## src/rtl/uc_gera_asteroides.sv

```systemverilog
`default_nettype none
// ============================================================================
// Module      : uc_gera_asteroides
// Description : Asteroid spawner. Scans the asteroid memory for the lowest
//               free slot and writes a new LFSR-derived entry into it.
// Revision    : 1.0 - initial release
// ============================================================================
module uc_gera_asteroides #(
    parameter int         N_ASTE    = 16,
    parameter int         ADDR_W    = 4,
    parameter int         COORD_W   = 4,
    parameter logic [7:0] LFSR_SEED = 8'hA5
) (
    input  logic               clock,
    input  logic               reset,
    input  logic               gera_aste,
    input  logic               loaded_aste,
    output logic [ADDR_W-1:0]  addr_aste,
    output logic               we_aste,
    output logic               loaded_w_aste,
    output logic [1:0]         opcode_w_aste,
    output logic [COORD_W-1:0] pos_x_w_aste,
    output logic [COORD_W-1:0] pos_y_w_aste,
    output logic               geracao_concluida_aste,
    output logic               sem_espaco_aste,
    output logic [4:0]         db_estado_gera_aste
);

    localparam logic [ADDR_W-1:0]  C_LAST_SLOT = ADDR_W'(N_ASTE - 1);
    localparam logic [COORD_W-1:0] C_COORD_MAX = '1;

    typedef enum logic [3:0] {
        INICIO          = 4'd0,
        ESPERA          = 4'd1,
        RESETA_CONTADOR = 4'd2,
        VERIFICA_LOADED = 4'd3,
        SORTEIA         = 4'd4,
        ESCREVE         = 4'd5,
        INCREMENTA      = 4'd6,
        AUX             = 4'd7,
        SINALIZA        = 4'd8,
        CHEIO           = 4'd9
    } state_t;

    state_t               state_q, state_d;
    logic [ADDR_W-1:0]    cnt_q, cnt_d;
    logic [7:0]           lfsr_q, lfsr_d;
    logic [1:0]           opc_q, opc_d;
    logic [COORD_W-1:0]   r_q, r_d;
    logic                 rco;

    assign rco = (cnt_q == C_LAST_SLOT);

    always_comb begin
        state_d = state_q;
        cnt_d   = cnt_q;
        opc_d   = opc_q;
        r_d     = r_q;
        // Fibonacci x^8+x^6+x^5+x^4+1, free-running in every state
        lfsr_d  = {lfsr_q[6:0], lfsr_q[7] ^ lfsr_q[5] ^ lfsr_q[4] ^ lfsr_q[3]};
        case (state_q)
            INICIO:          state_d = ESPERA;
            ESPERA:          if (gera_aste) state_d = RESETA_CONTADOR;
            RESETA_CONTADOR: begin
                cnt_d   = '0;
                state_d = VERIFICA_LOADED;
            end
            VERIFICA_LOADED: begin
                if (!loaded_aste) state_d = SORTEIA;
                else if (rco)     state_d = CHEIO;
                else              state_d = INCREMENTA;
            end
            SORTEIA: begin
                opc_d   = lfsr_q[1:0];
                r_d     = lfsr_q[COORD_W+1:2];
                state_d = ESCREVE;
            end
            ESCREVE:         state_d = SINALIZA;
            INCREMENTA: begin
                cnt_d   = cnt_q + 1'b1;
                state_d = AUX;
            end
            AUX:             state_d = VERIFICA_LOADED;
            SINALIZA:        state_d = ESPERA;
            CHEIO:           state_d = ESPERA;
            default:         state_d = INICIO;
        endcase
    end

    always_ff @(posedge clock or negedge reset) begin
        if (!reset) begin
            state_q <= INICIO;
            cnt_q   <= '0;
            lfsr_q  <= LFSR_SEED;
            opc_q   <= '0;
            r_q     <= '0;
        end else begin
            state_q <= state_d;
            cnt_q   <= cnt_d;
            lfsr_q  <= lfsr_d;
            opc_q   <= opc_d;
            r_q     <= r_d;
        end
    end

    // Moore decode: every output is a function of registered state only
    always_comb begin
        addr_aste              = cnt_q;
        we_aste                = 1'b0;
        loaded_w_aste          = 1'b0;
        opcode_w_aste          = 2'b00;
        pos_x_w_aste           = '0;
        pos_y_w_aste           = '0;
        geracao_concluida_aste = 1'b0;
        sem_espaco_aste        = 1'b0;
        db_estado_gera_aste    = {1'b0, state_q};
        case (state_q)
            INICIO, ESPERA, RESETA_CONTADOR, VERIFICA_LOADED,
            SORTEIA, INCREMENTA, AUX: begin
            end
            ESCREVE: begin
                we_aste       = 1'b1;
                loaded_w_aste = 1'b1;
                opcode_w_aste = opc_q;
                // enter from the edge opposite the direction of motion
                case (opc_q)
                    2'b00: begin pos_x_w_aste = '0;          pos_y_w_aste = r_q;         end
                    2'b01: begin pos_x_w_aste = C_COORD_MAX; pos_y_w_aste = r_q;         end
                    2'b10: begin pos_x_w_aste = r_q;         pos_y_w_aste = '0;          end
                    default: begin pos_x_w_aste = r_q;       pos_y_w_aste = C_COORD_MAX; end
                endcase
            end
            SINALIZA: geracao_concluida_aste = 1'b1;
            CHEIO:    sem_espaco_aste        = 1'b1;
            default:  db_estado_gera_aste    = 5'd31;
        endcase
    end

endmodule
`default_nettype wire

```

## config.mk

```make
export PLATFORM = sky130hd
export DESIGN_NAME = uc_gera_asteroides
export DESIGN_NICKNAME = d
export VERILOG_FILES = /design/src/rtl/uc_gera_asteroides.sv
export SDC_FILE = /design/constraint.sdc
export NUM_CORES = 1
export LEC_CHECK = 0
export CAP_MARGIN = 10
export CELL_PAD_IN_SITES_DETAIL_PLACEMENT = 2
export CELL_PAD_IN_SITES_GLOBAL_PLACEMENT = 2
export CORE_MARGIN = 4
export CORE_UTILIZATION = 29
export DETAILED_ROUTE_END_ITERATION = 12
export PLACE_DENSITY = 0.82
export SYNTH_ARGS = -nofsm -noshare
export SYNTH_HDL_FRONTEND = slang
export SYNTH_SLANG_ARGS = --single-unit
```

## constraint.sdc

```tcl
create_clock -name clock -period 1.8 [get_ports clock]
set_input_delay 0.36 -clock clock [delete_from_list [all_inputs] [get_ports clock]]
set_output_delay 0.36 -clock clock [all_outputs]
set_load 0.01 [all_outputs]
```

==> reports/results.ini <==
[die]
die_h_um=69.6
dieArea_um2=4850
core-area_um2=3660
io_pins=27
start_util_pct=30.1
die_width_um=69.6
num_rows=22

[final_layout]
drive_gt1_share_pct=39.7
regArea_um2=556
area_growth_pct=37.0
fill_cells=398
fin_util_pct=41.2
nets=147
antenna_cells=0
multiInputGateArea_um2=527

[timing]
tightest_slew_ns=0.401
fin_crit_sh_pct=101
finalClockSkew_ns=0.00211
hold_ws_ns=0.363
period_minus_slack_ns=1.81
setup_viol=1
fmax_mhz=553
finalHoldViolations=0
rsz0062_at_grt=yes
setup-tns-final_ns=-0.00922
layout_setup_ws_ns=-0.00922
max-slew-margin-rel_pct=73.3
slew_violations=0

[drt]
drt-vias-per-instance=4.87
vias=921
final_antenna_net_count=0
finalWirelength_um=3120
post_drt_wl_per_cell_um=16.5
drc_errors=0
drtIter0Drc=15
drtPass1Iterations=4

[logic_synthesis]
synthArstFlopShare_pct=100
ys_ff_latch=22
synth_area_um2=1100
syn_avg_cell_area_um2=10.3
ys_seq_area_share_pct=50.5
synth_commonest_cells=18 x dfrtp_1, 13 x nand2_1, 11 x a21oi_1, 6 x mux2_4
ys.flop_type=dfrtp_1
synth_cell_types=35
yosysTopAreaCellShare_pct=40.9
synth_area_leaders=dfrtp_1 41%, dfstp_2 9.5%, mux2_4 8.2%
synth.most_common_cell=dfrtp_1
synth_edf_count=0
yosys_warnings=0
synth_largest_area_cell=dfrtp_1
postSynthCellCount=107
synth_fp_nets=112

[clock_network]
clk_pin_slew_worst_paths_ns=0.08
cts_sinks=22
clockBufferDepth=2
cts-root-buf=clkbuf_8
cts_tree=built
htreeDepth=1
cts_buffers=3
clkLatencyLatePin_ns=0.27
cts_hold_buffers=0

[outcome]
violations=setup timing
outcome=finished with violations

[job]
maxCapViolCount=0

[power_and_ir_drop]
cellPowerDensity_nw_per_um2=1240
ir_worst_vdd_mv=0.445
power.leakage_nw=0.689

[global_route]
grt_max_degree=23
grt_pass1_wl_um=5510
grt_antenna_before_repair=0
grt_use_total_pct=14.2
grt_pass1_vias=1074
grt-ovfl-total=0

[place]
io_buffer_count=26
globalplace.congestion=0.755
dp_hpwl_um=2280
pre_cts_ws_ns=-0.175

[worst_setup_path]
crit_required_ns=1.44
r2r_start=state_q[0]
critPathKind=reg -> out
reg2reg_depth=4
end_kind=primary output
cp-start-kind=register
ff2ff_setup_slack_ns=0.14
cp_max_fo=9
rr_endpoint=r_q[3]
critPathArrivalTime_ns=1.45

[hold_path]
whs_endpoint=lfsr_q[7]
hold_path_class=reg -> reg
hold_depth=0
holdCritStartpoint=lfsr_q[6]

-- cell families after synthesis --
kind of cell / count (synthesis) / synth area share [%]
AOI/OAI and AO/OA: 23 / 12.7
xor gates and xnor gates: 3 / 2.39
adders and majority gates: 1 / 1.14
buffers and inverters: 13 / 6.48
DFF: 22 / 50.5
muxes: 6 / 8.18
and+or+nand+nor: 39 / 18.6
-- cells in the final DEF (no fill, tap or decap), types with 2 or more instances in the layout --
cell / synthesis / routed
buf_2: 3 / 10
mux2_4: 6 / 6
and2_1: 2 / 2
nand2b_1: 3 / 3
buf_4: 1 / 10
a21oi_1: 11 / 5
nor2_1: 5 / 3
buf_6: 2 / 2
nand3_1: 5 / 4
dfrtp_1: 18 / 18
nand2_1: 13 / 13
clkbuf_8: 0 / 3
o21ai_0: 2 / 2
clkbuf_2: 0 / 6
o21ai_1: 4 / 4
inv_1: 5 / 4
dfstp_2: 4 / 4
a21oi_2: 0 / 6
clkdlybuf4s50_1: 0 / 8
xnor2_1: 2 / 2
-- cell type report --
type,count,share of cell area (%)
clock buffers,3,2.74
clock inverters,1,1.99
inverters,5,1.24
multi-input cells,72,34.9
flip-flops and latches,22,36.8
well taps,48,3.98
repair buffers,38,18.3
-- worst max path at each step --
stage                           from                      to  slack [ns]  cells past startpoint
after global routing      state_q[1]  db_estado_gera_aste[2]       -0.05                      4
after detailed placement  state_q[1]         pos_y_w_aste[1]       -0.18                      5
after global placement    state_q[1]  db_estado_gera_aste[1]       -0.06                      5
final                     state_q[1]  db_estado_gera_aste[2]      -0.009                      4
after CTS                 state_q[1]  db_estado_gera_aste[1]      -0.009                      5
after floorplan           state_q[2]                 we_aste        0.26                      5
-- routing by layer --
layer  part of all wire (%)  GRT usage (%)  up-vias  wire, µm
li1                       -              -      430         -
met1                     40           16.4      461      1250
met2                     54           25.2       25      1680
met3                    4.0           2.75        5       124
met4                    2.0           6.38        0        63
met5                      0              0        -         0
-- power breakdown --
| group | switching, mW | internal, mW | total, mW |
|---|---|---|---|
| Sequential | 0.0729 | 0.553 | 0.626 |
| Clock | 0.171 | 0.297 | 0.468 |
| Combinational | 0.402 | 0.379 | 0.781 |
-- worst max-delay path, stage by stage (launching register included) --
cell and delay, ns:
dfrtp_1 0.43, buf_4 0.17, buf_4 0.16, a21o_1 0.15, dlygate4sd2_1 0.28
-- sequential cells by signal (all words and copies together) (netlist names) --
register   cells
state_q        4
opc_q          2
addr_aste      4
r_q            4
lfsr_q         8
-- per-stage QoR --
step / std cells / area (µm²) / power (mW)
after floorplan: 107 / 1100 / 1.04
after global placement: 183 / 1440 / 1.34
after detailed placement: 183 / 1440 / 1.37
after CTS: 188 / 1480 / 1.85
after global routing: 189 / 1510 / 2.02
final: 189 / 1510 / 1.87
-- what timing repair did --
| item | CTS | global route |
|---|---|---|
| gates resized for setup | 58 | 21 |
| setup buffers | 1 | 0 |
| cloned | 0 | 1 |
| hold endpoints to repair | 0 | 0 |
| pin swaps | 0 | 1 |
| setup endpoints to repair | 18 | 17 |
(Power assumes the default switching activity.)
